**src/rtl/culsans_region_classifier.sv**
```systemverilog
// Programmable memory-attribute classifier: NR_RULES-entry region table, 2-stage valid/ready lookup.
// Optional entry locking is enabled by defining CULSANS_REGION_LOCK_EN.
module culsans_region_classifier #(
    parameter int unsigned NR_RULES     = 4,
    parameter int unsigned ADDR_WIDTH   = 64,
    parameter int unsigned ID_WIDTH     = 4,
    parameter logic [2:0]  DEFAULT_ATTR = 3'b000,
    localparam int unsigned IDX_W       = (NR_RULES > 1) ? $clog2(NR_RULES) : 1
) (
    input  logic                  clk_i,
    input  logic                  rst_ni,
    input  logic                  cfg_we_i,
    input  logic [IDX_W-1:0]      cfg_idx_i,
    input  logic [ADDR_WIDTH-1:0] cfg_base_i,
    input  logic [ADDR_WIDTH-1:0] cfg_len_i,
    input  logic [2:0]            cfg_attr_i,
    input  logic                  cfg_en_i,
    input  logic                  cfg_lock_i,
    output logic                  cfg_err_o,
    input  logic                  req_valid_i,
    output logic                  req_ready_o,
    input  logic [ADDR_WIDTH-1:0] req_addr_i,
    input  logic [ID_WIDTH-1:0]   req_id_i,
    output logic                  resp_valid_o,
    input  logic                  resp_ready_i,
    output logic [ID_WIDTH-1:0]   resp_id_o,
    output logic                  resp_hit_o,
    output logic [IDX_W-1:0]      resp_rule_o,
    output logic [2:0]            resp_attr_o
);

    logic [NR_RULES-1:0]   en_reg;
    logic [ADDR_WIDTH-1:0] base_reg [NR_RULES];
    logic [ADDR_WIDTH-1:0] len_reg  [NR_RULES];
    logic [2:0]            attr_reg [NR_RULES];

    logic idx_ok;
    logic wr_blocked;
    logic wr_en;
    logic cfg_err_reg;

    assign idx_ok = (32'(cfg_idx_i) < NR_RULES);

`ifdef CULSANS_REGION_LOCK_EN
    logic [NR_RULES-1:0] lock_reg;
    assign wr_blocked = idx_ok && lock_reg[cfg_idx_i];
`else
    logic unused_lock;
    assign unused_lock = cfg_lock_i;
    assign wr_blocked  = 1'b0;
`endif

    assign wr_en = cfg_we_i && idx_ok && !wr_blocked;

    always_ff @(posedge clk_i or negedge rst_ni) begin
        if (!rst_ni) begin
            cfg_err_reg <= 1'b0;
        end else begin
            cfg_err_reg <= cfg_we_i && (!idx_ok || wr_blocked);
        end
    end
    assign cfg_err_o = cfg_err_reg;

    // Table storage and per-entry range compare against the table as it stands this cycle.
    logic [NR_RULES-1:0] hit_vec;

    for (genvar gi = 0; gi < NR_RULES; gi++) begin : g_entry
        logic [ADDR_WIDTH:0] lo_ext;
        logic [ADDR_WIDTH:0] hi_ext;
        logic [ADDR_WIDTH:0] addr_ext;

        always_ff @(posedge clk_i or negedge rst_ni) begin
            if (!rst_ni) begin
                en_reg[gi]   <= 1'b0;
                base_reg[gi] <= '0;
                len_reg[gi]  <= '0;
                attr_reg[gi] <= 3'b000;
            end else if (wr_en && (cfg_idx_i == IDX_W'(gi))) begin
                en_reg[gi]   <= cfg_en_i;
                base_reg[gi] <= cfg_base_i;
                len_reg[gi]  <= cfg_len_i;
                attr_reg[gi] <= cfg_attr_i;
            end
        end

`ifdef CULSANS_REGION_LOCK_EN
        always_ff @(posedge clk_i or negedge rst_ni) begin
            if (!rst_ni) begin
                lock_reg[gi] <= 1'b0;
            end else if (wr_en && (cfg_idx_i == IDX_W'(gi))) begin
                lock_reg[gi] <= cfg_lock_i;
            end
        end
`endif

        // One extra bit keeps base+len from wrapping for regions touching the top of memory.
        assign lo_ext   = {1'b0, base_reg[gi]};
        assign hi_ext   = {1'b0, base_reg[gi]} + {1'b0, len_reg[gi]};
        assign addr_ext = {1'b0, req_addr_i};
        assign hit_vec[gi] = en_reg[gi] && (len_reg[gi] != '0) &&
                             (lo_ext <= addr_ext) && (addr_ext < hi_ext);
    end

    // Pipeline handshake.
    logic s1_valid_reg;
    logic s2_valid_reg;
    logic s1_adv;
    logic s2_adv;

    assign s2_adv      = !s2_valid_reg || resp_ready_i;
    assign s1_adv      = !s1_valid_reg || s2_adv;
    assign req_ready_o = s1_adv;

    // Stage 1 also snapshots attributes so a later table write cannot alter an in-flight result.
    logic [NR_RULES-1:0] s1_hit_reg;
    logic [ID_WIDTH-1:0] s1_id_reg;
    logic [2:0]          s1_attr_reg [NR_RULES];

    always_ff @(posedge clk_i or negedge rst_ni) begin
        if (!rst_ni) begin
            s1_valid_reg <= 1'b0;
            s1_hit_reg   <= '0;
            s1_id_reg    <= '0;
        end else if (s1_adv) begin
            s1_valid_reg <= req_valid_i;
            if (req_valid_i) begin
                s1_hit_reg <= hit_vec;
                s1_id_reg  <= req_id_i;
            end
        end
    end

    for (genvar gi = 0; gi < NR_RULES; gi++) begin : g_s1_attr
        always_ff @(posedge clk_i or negedge rst_ni) begin
            if (!rst_ni) begin
                s1_attr_reg[gi] <= 3'b000;
            end else if (s1_adv && req_valid_i) begin
                s1_attr_reg[gi] <= attr_reg[gi];
            end
        end
    end

    // Lowest index wins: scan downward so the last assignment is the lowest hit.
    logic             enc_hit;
    logic [IDX_W-1:0] enc_rule;
    logic [2:0]       enc_attr;

    always_comb begin
        enc_hit  = 1'b0;
        enc_rule = '0;
        enc_attr = DEFAULT_ATTR;
        for (int i = NR_RULES - 1; i >= 0; i--) begin
            if (s1_hit_reg[i]) begin
                enc_hit  = 1'b1;
                enc_rule = IDX_W'(i);
                enc_attr = s1_attr_reg[i];
            end
        end
    end

    logic                s2_hit_reg;
    logic [IDX_W-1:0]    s2_rule_reg;
    logic [2:0]          s2_attr_reg;
    logic [ID_WIDTH-1:0] s2_id_reg;

    always_ff @(posedge clk_i or negedge rst_ni) begin
        if (!rst_ni) begin
            s2_valid_reg <= 1'b0;
            s2_hit_reg   <= 1'b0;
            s2_rule_reg  <= '0;
            s2_attr_reg  <= DEFAULT_ATTR;
            s2_id_reg    <= '0;
        end else if (s2_adv) begin
            s2_valid_reg <= s1_valid_reg;
            if (s1_valid_reg) begin
                s2_hit_reg  <= enc_hit;
                s2_rule_reg <= enc_rule;
                s2_attr_reg <= enc_attr;
                s2_id_reg   <= s1_id_reg;
            end
        end
    end

    assign resp_valid_o = s2_valid_reg;
    assign resp_hit_o   = s2_hit_reg;
    assign resp_rule_o  = s2_rule_reg;
    assign resp_attr_o  = s2_attr_reg;
    assign resp_id_o    = s2_id_reg;

endmodule

```
**config.mk**
```make
export PLATFORM = sky130hd
export DESIGN_NAME = culsans_region_classifier
export DESIGN_NICKNAME = d
export VERILOG_FILES = /design/src/rtl/culsans_region_classifier.sv
export SDC_FILE = /design/constraint.sdc
export NUM_CORES = 2
export LEC_CHECK = 0
export CORE_MARGIN = 4
export CORE_UTILIZATION = 35
export CTS_CLUSTER_DIAMETER = 80
export DETAILED_ROUTE_END_ITERATION = 7
export HOLD_SLACK_MARGIN = 0.1
export PLACE_DENSITY = 0.58
export SKIP_LAST_GASP = 1
export SYNTH_ARGS = -nofsm -noshare
export SYNTH_HDL_FRONTEND = slang
export SYNTH_SLANG_ARGS = --single-unit
```
**constraint.sdc**
```tcl
create_clock -name clk_i -period 5 [get_ports clk_i]
set_input_delay 0.5 -clock clk_i [delete_from_list [all_inputs] [get_ports clk_i]]
set_output_delay 0.5 -clock clk_i [all_outputs]
set_load 0.02 [all_outputs]
```
==> metrics <==
root buffer cell=clkbuf_16; commonest non-fill, non-tap cell in the layout=ha_1; Die Y=375 µm; max frequency=201 MHz; clk_lat worst skew=0.69 ns; Synthesis Warnings=0; H-tree depth=3; FFs w/ async S/R, synth=100%; HPWL after DPL=158,000 µm; first-pass GRT wire length=277,000 µm; Final Instance Area=0.0583 mm²; P_sw=12.8 mW; number of global-route vias before repair=41.9k; grt total ovfl=0; Fin Clk Skew=0.0238 ns; fin crit period=4.97 ns; max_cap viols=0; P_leak=26.9 nW; Clock power frac=20.0%; Final Setup Violations=0; Vias=41.8k; Final Hold Vio Count=0; antenna viol nets, final=0; Worst path max stage delay=0.43 ns; initial core utilization=35.3%; crit start category=flip-flop; Top FF cell, synth=dfrtp_1; number of remaining DRC errors=0; CTS tree=done; post-synth top area share=29.8%; status=finished clean; Pins Over Slew Limit=0; VDD IR max=0.282 mV; drt total wl=191,000 µm; layout cells sized above 1=24.2%; Least-Margin Pin Slew=1.26 ns; Avg WL per Cell=26.4 µm; Starting DRT DRC Count=3,333; cell area after synthesis=0.0471 mm²; GP Congestion=0.969; slew margin rel.=15.3%; clk buf depth=3; Worst path slowest cell=ha_1; Cells after Synth=4,763; power after layout=29.8 mW; DP Area=0.0546 mm²; Worst EP required=5.61 ns; Synth area leaders=dfrtp_1, ha_1, mux2_2; WP data arrival=5.58 ns; number of synthesized register bits=560; Int Pwr=17.0 mW; NumNets Final=6,372; largest net degree at the start of global routing=136; initial antenna violation count=15; Layout area overhead=23.9%; GRT Overall Usage=26.4%; register area share after synthesis=29.8%; post-synth top area cell=dfrtp_1; RSZ-0062 raised after global routing=true; Post-synth EDFFs=0; worst hold path type=input pin to flip-flop; element type at the critical path end=flip-flop; die outline width=375 µm; Crit Path Max Fanout=8; port bufs=218; CTS Buf Count=72; I/O pins=221; most frequent cells in the layout=ha_1, dfrtp_1, mux2_2, buf_4, a21oi_1; Cell Rows=134; Gate power share=58.0%; worst path bufs/invs=1; family with the most delay on the worst path=compound AO/OA/AOI/OAI gates; Flop pwr share=22.0%; Pwr Density=511 mW/mm²; post-synth cell types=94; syn nets=5,739; Vias/cell=5.79; final period utilization=99.4%; core area=0.133 mm²; clk sinks=560; WS Path Type=flip-flop to flip-flop; DR pass1 iterations=6; Worst-path clk slew=0.06 ns; total die area=0.140 mm²; sw frac=42.9%; Syn Area/Cell=9.88 µm²; worst-path cell chain=ha_1 -> a21oi_2 -> nand2_1 -> a221o_1 -> a31oi_4 -> o31a_1 -> nor2_1 -> nor2b_1 -> o21ai_0 -> a21oi_1 -> xor2_1 -> ha_1 -> a21o_1 -> a21oi_1 -> o21ai_1 -> a211oi_1 -> a21boi_0 -> buf_4 -> o21ai_2 -> a41oi_2
==> final cells by class <==
cell class              count  area, µm²
diodes                      4       10.0
flip-flops and latches    560      14000
multi-input cells        3911      32800
repair buffers            708       6060
clock buffers              93       2120
clock inverters            39        576
inverters                 143        537
fillers                 13000      75100
well taps                1768       2210
==> cell families after synthesis <==
family                   Yosys count  synth area share (%)
XOR/XNOR                         238                  4.43
AO/OA/AOI/OAI                   1343                  18.7
adder cells (fa/ha/maj)          768                  20.5
flip-flops                       560                  29.8
AND/OR/NAND/NOR                 1015                  11.2
other                              1               0.00797
buffers and inverters            292                  2.34
multiplexers                     546                  13.1
==> worst paths after layout <==
kind | depth (start not counted) | slack, ns | start | endpoint
min in group asynchronous | 2 | 0.46 | rst_ni | len_reg[246]$_DFFE_PN0P_
setup / recovery | 20 | 0.03 | base_reg[73]$_DFFE_PN0P_ | s1_hit_reg[2]$_DFFE_PN0P_
max in group asynchronous | 3 | 3.30 | rst_ni | base_reg[161]$_DFFE_PN0P_
hold reg to reg | 2 | 0.48 | resp_rule_o[1]$_DFFE_PN0P_ | resp_rule_o[1]$_DFFE_PN0P_
hold / removal | 2 | 0.43 | req_valid_i | s1_valid_reg$_DFFE_PN0N_
setup reg to reg | 20 | 0.03 | base_reg[73]$_DFFE_PN0P_ | s1_hit_reg[2]$_DFFE_PN0P_
==> worst register-to-register path, delay by kind of cell, from the launching register on <==
family	cells	cell delay, ns
AO/OA/AOI/OAI	13	3.03
adder cells (fa/ha/maj)	2	0.70
flip-flops	1	0.41
AND/OR/NAND/NOR	3	0.37
buffers and inverters	1	0.20
XOR/XNOR	1	0.17
==> cell usage after synthesis, drive strengths merged, types with 62 or more instances <==
cell / n
ha: 764
dfrtp: 560
mux2: 546
a21oi: 430
a21o: 291
nand2: 243
o21ai: 239
nand4: 171
nor2: 171
inv: 143
clkbuf: 134
xor2: 120
xnor2: 118
nor4: 93
nor2b: 67
nand3: 62
==> layer usage <==
metal  up-vias  track usage, %  wire length (µm)
li1      19400               -                 -
met3       314            3.97             12000
met4         4            9.59              7890
met1     20900            35.2             83600
met2      1298            43.2             87500
met5         -               0                23
==> what timing repair did <==
action / 4_1_cts / 5_1_grt
hold buffers: 1 / 0
gates resized for setup: 47 / 119
pin swaps: 26 / 95
endpoints found under the setup margin: 4 / 4
buffers inserted: 4 / 24
hold endpoints to repair: 80 / 0
==> power by group through the flow <==
stage                     Combinational, mW  Clock, mW  Sequential [mW]
after floorplan                        10.4          0             6.06
after global placement                 16.0          0             6.58
after detailed placement               16.2          0             6.60
after CTS                              16.5       6.07             6.53
after global routing                   18.9       6.24             6.63
final                                  17.3       5.97             6.55
==> through the flow <==
stage	utilization, %	setup TNS [ns]	setup slack [ns]	hold WS [ns]	std cells
final	43.7	0	0.0300	0.432	7226
after floorplan	-	0	0.630	0.204	4763
after global routing	43.7	-0.221	-0.0743	0.423	7223
after detailed placement	40.9	-1.78	-0.702	0.480	7064
after global placement	40.9	-1.81	-0.802	0.465	7064
after CTS	43.1	0	0.00230	0.383	7201
Power figures use the tool's default switching activity.
